### config.mk
export PLATFORM = sky130hd
export DESIGN_NAME = fetch_ctrl_flat
export DESIGN_NICKNAME = d
export VERILOG_FILES = /design/src/rtl/fetch_ctrl_pkg.sv /design/src/rtl/fetch_ctrl_if.sv /design/src/rtl/fetch_ctrl_queue.sv /design/src/rtl/fetch_ctrl.sv /design/src/flat_wrapper.sv
export SDC_FILE = /design/constraint.sdc
export NUM_CORES = 1
export LEC_CHECK = 0
export CORE_MARGIN = 4
export CORE_UTILIZATION = 40
export CTS_BUF_LIST = sky130_fd_sc_hd__clkbuf_8
export DETAILED_ROUTE_END_ITERATION = 12
export HOLD_SLACK_MARGIN = 0.1
export PLACE_DENSITY = 0.67
export SKIP_CTS_REPAIR_TIMING = 1
export SYNTH_ARGS = -nofsm -noshare
export SYNTH_HDL_FRONTEND = slang
export SYNTH_SLANG_ARGS = --single-unit
### constraint.sdc
create_clock -name clk -period 18.9 [get_ports clk]
set_input_delay 4.725 -clock clk [delete_from_list [all_inputs] [get_ports clk]]
set_output_delay 4.725 -clock clk [all_outputs]
set_load 0.01 [all_outputs]
### src/rtl/fetch_ctrl_pkg.sv
// Shared types and constants for the instruction-fetch sequencer.
// Holds FSM state encoding, queue depth and default geometry.
package fetch_ctrl_pkg;

    localparam int QDEPTH        = 2;
    localparam int DEF_PC_W      = 32;
    localparam int DEF_MEM_DEPTH = 256;
    localparam int DEF_RESET_PC  = 0;

    typedef enum logic [1:0] {
        ST_RUN   = 2'd0,
        ST_HALT  = 2'd1,
        ST_FAULT = 2'd2
    } state_e;

endpackage

### src/rtl/fetch_ctrl_if.sv
// Fetch-to-decode instruction handshake.
// The fetch side is the master; decode is the slave.
interface fetch_ctrl_if #(
    parameter int PC_W = 32
);

    logic            inst_valid;
    logic [31:0]     inst_data;
    logic [PC_W-1:0] inst_pc;
    logic            inst_ready;

    modport master (
        output inst_valid,
        output inst_data,
        output inst_pc,
        input  inst_ready
    );

    modport slave (
        input  inst_valid,
        input  inst_data,
        input  inst_pc,
        output inst_ready
    );

endinterface

### src/rtl/fetch_ctrl_queue.sv
// Two-entry prefetch FIFO of {instruction, pc}.
// Flush wins over push and pop in the same cycle.
module fetch_ctrl_queue
    import fetch_ctrl_pkg::*;
#(
    parameter int PC_W = 32
) (
    input  logic            clk,
    input  logic            rst_n,
    input  logic            push_i,
    input  logic            pop_i,
    input  logic            flush_i,
    input  logic [31:0]     push_data_i,
    input  logic [PC_W-1:0] push_pc_i,
    output logic [31:0]     head_data_o,
    output logic [PC_W-1:0] head_pc_o,
    output logic            full_o,
    output logic            empty_o,
    output logic [1:0]      count_o
);

    logic [31:0]     data_q [QDEPTH];
    logic [PC_W-1:0] pc_q   [QDEPTH];
    logic            rd_q, rd_d;
    logic            wr_q, wr_d;
    logic [1:0]      cnt_q, cnt_d;
    logic            do_push;
    logic            do_pop;

    // Qualify push/pop against occupancy and compute next pointers.
    always_comb begin
        do_pop  = pop_i && (cnt_q != 2'd0);
        do_push = push_i && ((cnt_q < 2'(QDEPTH)) || do_pop);
        rd_d    = rd_q;
        wr_d    = wr_q;
        cnt_d   = cnt_q;
        if (do_pop) begin
            rd_d = rd_q + 1'b1;
        end
        if (do_push) begin
            wr_d = wr_q + 1'b1;
        end
        if (do_push && !do_pop) begin
            cnt_d = cnt_q + 2'd1;
        end else if (do_pop && !do_push) begin
            cnt_d = cnt_q - 2'd1;
        end
    end

    // Pointer and occupancy registers.
    always_ff @(posedge clk) begin
        if (!rst_n || flush_i) begin
            rd_q  <= 1'b0;
            wr_q  <= 1'b0;
            cnt_q <= 2'd0;
        end else begin
            rd_q  <= rd_d;
            wr_q  <= wr_d;
            cnt_q <= cnt_d;
        end
    end

    // Entry storage; contents are only observed while occupied.
    always_ff @(posedge clk) begin
        if (do_push && !flush_i) begin
            data_q[wr_q] <= push_data_i;
            pc_q[wr_q]   <= push_pc_i;
        end
    end

    assign head_data_o = data_q[rd_q];
    assign head_pc_o   = pc_q[rd_q];
    assign full_o      = (cnt_q == 2'(QDEPTH));
    assign empty_o     = (cnt_q == 2'd0);
    assign count_o     = cnt_q;

endmodule

### src/rtl/fetch_ctrl.sv
// Instruction-fetch sequencer: PC register, run/halt/fault FSM,
// prefetch queue control and a running fetch counter.
module fetch_ctrl
    import fetch_ctrl_pkg::*;
#(
    parameter int PC_W      = DEF_PC_W,
    parameter int MEM_DEPTH = DEF_MEM_DEPTH,
    parameter int RESET_PC  = DEF_RESET_PC
) (
    input  logic            clk,
    input  logic            rst_n,
    output logic [PC_W-1:0] pc_out,
    input  logic [31:0]     mem_data,
    input  logic            redirect_valid,
    input  logic [PC_W-1:0] redirect_pc,
    input  logic            halt_req,
    fetch_ctrl_if.master    dec,
    output logic            halted,
    output logic            fault,
    output logic [31:0]     fetch_count
);

    localparam logic [PC_W-1:0] DEPTH_PC = PC_W'(MEM_DEPTH);
    localparam logic [PC_W-1:0] RST_PC   = PC_W'(RESET_PC);

    state_e          state_q, state_d;
    logic [PC_W-1:0] pc_q, pc_d;
    logic [31:0]     fcnt_q, fcnt_d;
    logic            push;
    logic            pop;
    logic            q_full;
    logic            q_empty;
    logic [1:0]      q_cnt;
    logic [31:0]     head_data;
    logic [PC_W-1:0] head_pc;

    assign pop = dec.inst_ready && (q_cnt != 2'd0);

    // Next state, next PC and push decision; redirect beats everything.
    always_comb begin
        state_d = state_q;
        pc_d    = pc_q;
        push    = 1'b0;
        if (redirect_valid) begin
            state_d = ST_RUN;
            pc_d    = redirect_pc;
        end else begin
            unique case (state_q)
                ST_RUN: begin
                    if (pc_q >= DEPTH_PC) begin
                        state_d = ST_FAULT;
                    end else if (halt_req) begin
                        state_d = ST_HALT;
                    end else if (!q_full || pop) begin
                        push = 1'b1;
                        pc_d = pc_q + 1'b1;
                    end
                end
                ST_HALT:  state_d = ST_HALT;
                ST_FAULT: state_d = ST_FAULT;
                default:  state_d = ST_RUN;
            endcase
        end
        fcnt_d = push ? fcnt_q + 32'd1 : fcnt_q;
    end

    // State, PC and fetch counter registers.
    always_ff @(posedge clk) begin
        if (!rst_n) begin
            state_q <= ST_RUN;
            pc_q    <= RST_PC;
            fcnt_q  <= 32'd0;
        end else begin
            state_q <= state_d;
            pc_q    <= pc_d;
            fcnt_q  <= fcnt_d;
        end
    end

    fetch_ctrl_queue #(
        .PC_W (PC_W)
    ) u_queue (
        .clk         (clk),
        .rst_n       (rst_n),
        .push_i      (push),
        .pop_i       (pop),
        .flush_i     (redirect_valid),
        .push_data_i (mem_data),
        .push_pc_i   (pc_q),
        .head_data_o (head_data),
        .head_pc_o   (head_pc),
        .full_o      (q_full),
        .empty_o     (q_empty),
        .count_o     (q_cnt)
    );

    assign pc_out         = pc_q;
    assign dec.inst_valid = !q_empty;
    assign dec.inst_data  = q_empty ? 32'd0 : head_data;
    assign dec.inst_pc    = q_empty ? '0 : head_pc;
    assign halted         = (state_q == ST_HALT);
    assign fault          = (state_q == ST_FAULT);
    assign fetch_count    = fcnt_q;

endmodule

### src/flat_wrapper.sv
// flat-port wrapper written by rule: the top's interface ports become plain ports
module fetch_ctrl_flat import fetch_ctrl_pkg::*;
#(
    parameter int PC_W      = DEF_PC_W,
    parameter int MEM_DEPTH = DEF_MEM_DEPTH,
    parameter int RESET_PC  = DEF_RESET_PC
)
  (clk, rst_n, pc_out, mem_data, redirect_valid, redirect_pc, halt_req, halted, fault, fetch_count, dec_inst_valid, dec_inst_data, dec_inst_pc, dec_inst_ready);
  fetch_ctrl_if #(.PC_W(PC_W)) dec_i ();
  input  logic clk;
  input  logic rst_n;
  output logic [PC_W-1:0] pc_out;
  input  logic [31:0] mem_data;
  input  logic redirect_valid;
  input  logic [PC_W-1:0] redirect_pc;
  input  logic halt_req;
  output logic halted;
  output logic fault;
  output logic [31:0] fetch_count;
  output wire logic [$bits(dec_i.inst_valid)-1:0] dec_inst_valid;
  output wire logic [$bits(dec_i.inst_data)-1:0] dec_inst_data;
  output wire logic [$bits(dec_i.inst_pc)-1:0] dec_inst_pc;
  input wire logic [$bits(dec_i.inst_ready)-1:0] dec_inst_ready;
  assign dec_inst_valid = dec_i.inst_valid;
  assign dec_inst_data = dec_i.inst_data;
  assign dec_inst_pc = dec_i.inst_pc;
  assign dec_i.inst_ready = dec_inst_ready;
  fetch_ctrl #(.PC_W(PC_W), .MEM_DEPTH(MEM_DEPTH), .RESET_PC(RESET_PC)) u_core (.clk(clk), .rst_n(rst_n), .pc_out(pc_out), .mem_data(mem_data), .redirect_valid(redirect_valid), .redirect_pc(redirect_pc), .halt_req(halt_req), .dec(dec_i), .halted(halted), .fault(fault), .fetch_count(fetch_count));
endmodule
==> flow_metrics.tcl <==
set metrics [dict create \
    h-tree-depth 4 \
    syn_area_um2 7980 \
    slowest_stage "and2_4" \
    fmax_mhz 134 \
    relSlewSlack_pct 26.1 \
    finalCritPeriodShare_pct 39.4 \
    synth_cells 640 \
    leakage_uw 0.00339 \
    rsz0062_at_grt "false" \
    dr_total_vias 5602 \
    layout-drive-gt1-share_pct 4.41 \
    area_growth_pct 32.5 \
    viasPerCell 5.07 \
    synth.yosys.seq_area_share_pct 66.0 \
    synth_common_cells "128 x edfxtp_1, 114 x nor2_1, 91 x mux2i_1, 71 x dfxtp_1" \
    peakVddDrop_mv 0.0369 \
    rr_worst_depth 4 \
    coreArea_um2 19500 \
    cp_cell_sequence "buf_2, or3_1, or2_1, nor4_1, and2_4" \
    grt_max_degree 65 \
    hp-start "u_core.fetch_count[30]" \
    critPathRequiredTime_ns 18.99 \
    dp_slack_ns 11.00 \
    crit_path_start_kind "input pin" \
    tns_ns 0 \
    min_path_type "register to register" \
    reg2reg_to "u_core.u_queue.data_q[1][28]" \
    route.detailed.drc 0 \
    synth_cell_types 42 \
    setup_viol 0 \
    syn_nets 713 \
    max_stage_delay_ns 0.87 \
    cp_num_buf_inv 1 \
    avgSynthCellArea_um2 12.5 \
    ios 200 \
    ant_nets 0 \
    yosysTopAreaCell "edfxtp_1" \
    clkLatencyLatePin_ns 0.46 \
    dr.first_iter.drc_count 298 \
    regToRegStartpoint "u_core.pc_out[9]" \
    grt_overflow 0 \
    die_x_um 149 \
    ys.flop_type "edfxtp_1" \
    grt_pass1_wl_um 30200 \
    finalCriticalPeriod_ns 7.44 \
    wl_per_cell_um 17.6 \
    synth.top_cell.area_share_pct 48.2 \
    cpLargestDelayFamily "simple AND/OR/NAND/NOR gates" \
    gp_congestion 0.803 \
    dieHeight_um 149 \
    grt_util_all_layers_pct 17.4 \
    maxSlewViolCount 0 \
    portBuffers 199 \
    synth_edf_count 128 \
    cap_violations 0 \
    cts_tree "built" \
    cts.path.max_buffers 2 \
    worstMarginPinSlew_ns 1.11 \
    num_rows 51 \
    dieArea_um2 22300 \
    synthTopCellsByArea "edfxtp_1 48%, dfxtp_1 18%, mux2i_1 11%" \
    rrSetupSlack_ns 14.93 \
    totalWireLength_um 19500 \
    hold_viol_final 0 \
    hold_path_end "u_core.fetch_count[30]" \
    cts_buffers 17 \
    clk_pin_slew_worst_paths_ns 0.10 \
    async_reset_ff_share_pct 0 \
    cts_root_buffer "clkbuf_8" \
    clkSinkCount 199 \
    dr.pass1.iters 4 \
    fin_ws_ns 11.46 \
    critPathMaxFanout 64 \
    fin_worst_skew_ns 0.0140 \
    hpwlAfterDp_um 13300 \
    yosys_warnings 0 \
    antenna_found_initial 0 \
    antennaDiodeCount 0 \
    worstPathArrival_ns 7.53 \
    start_util_pct 40.9 \
    synth.most_common_cell "edfxtp_1" \
    status "finished, final reports clean" \
    worstSetupPathType "input pin to register" \
    grt_pass1_vias 5738 \
    synth-seq-cells 199 \
    cp-end-kind "register" \
    design.final.nets 899 \
    p_per_area_nw_per_um2 73.5 \
    holdPathStages 2 \
]
through the flow:
| step | total power (uW) | instances | cell area [um^2] | util [%] | hold WS (ns) |
|---|---|---|---|---|---|
| 6_report | 778 | 1104 | 10600 | 54.2 | 0.499 |
| 3_3_place_gp | 529 | 1072 | 10200 | 52.2 | 0.466 |
| 2_1_floorplan | 499 | 640 | 7980 | - | 0.472 |
| 5_1_grt | 810 | 1104 | 10600 | 54.2 | 0.536 |
| 4_1_cts | 785 | 1104 | 10600 | 54.2 | 0.503 |
| 3_5_place_dp | 530 | 1072 | 10200 | 52.2 | 0.487 |
routing by layer:
metal	track usage [%]	up-vias	part of all wire (%)
li1	-	2702	-
met1	22.0	2685	43
met2	28.9	193	48
met3	5.59	22	7.5
met4	4.94	0	1.2
met5	0	-	0
layout make-up:
type | instances | area [um^2]
fillers | 1681 | 8950
flip-flops and latches | 199 | 5270
multi-input cells | 394 | 2550
repair buffers | 201 | 2000
well taps | 265 | 332
clock buffers | 17 | 234
clock inverters | 15 | 138
inverters | 13 | 48.8
cell families after synthesis:
kind of cell               Yosys count  synth area share (%)
xor gates and xnor gates            20                  2.20
AOI/OAI and AO/OA                   55                  3.78
DFF                                199                  66.0
adders and majority gates            4                 0.627
muxes                               91                  11.4
and+or+nand+nor                    224                  13.8
buffers and inverters               47                  2.23
worst register-to-register path, cell delays in order, from the launching register on:
cell and delay (ns):
dfxtp_1 0.40, nor4_1 0.56, nand4_1 0.87, nor4_1 0.86
and2_4 0.87
state kept, by name (all words and copies together), names as in the netlist, named ones only:
signal                  count
u_core.fetch_count         32
u_core.pc_out              32
u_core.state_q              2
u_core.u_queue.count_o      2
u_core.u_queue.data_q      64
u_core.u_queue.pc_q        64
u_core.u_queue.rd_q         1
u_core.u_queue.wr_q         1
how the worst max path moves through the flow:
| stage | cells after the start | startpoint | end | slack (ns) |
|---|---|---|---|---|
| 5_1_grt | 5 | redirect_valid | u_core.u_queue.data_q[1][19] | 11.28 |
| 3_5_place_dp | 5 | redirect_valid | u_core.u_queue.data_q[1][13] | 11.00 |
| 2_1_floorplan | 6 | redirect_valid | u_core.u_queue.data_q[0][0] | 8.03 |
| 3_3_place_gp | 5 | redirect_valid | u_core.u_queue.data_q[1][10] | 11.10 |
| 6_report | 5 | redirect_valid | u_core.u_queue.data_q[1][28] | 11.46 |
| 4_1_cts | 5 | redirect_valid | u_core.u_queue.data_q[1][28] | 11.51 |
power by group:
group,switching [uW],internal [uW]
Combinational,20.8,26.0
Sequential,6.95,466
Clock,142,116
placed cells by master (no fill, tap or decap), drive strengths merged, types with 4 or more instances in the layout:
cell type / count
clkbuf: 17
nand3: 12
inv: 17
or4: 4
nor3: 6
a21oi: 25
edfxtp: 128
and4: 6
nand2: 18
clkinv: 7
or3: 16
dfxtp: 71
o21ai: 20
mux2i: 91
nand4: 10
ha: 4
nor2: 114
clkdlybuf4s50: 198
xnor2: 17
nor4: 20
Note: power is estimated with default switching activity, not from simulation.
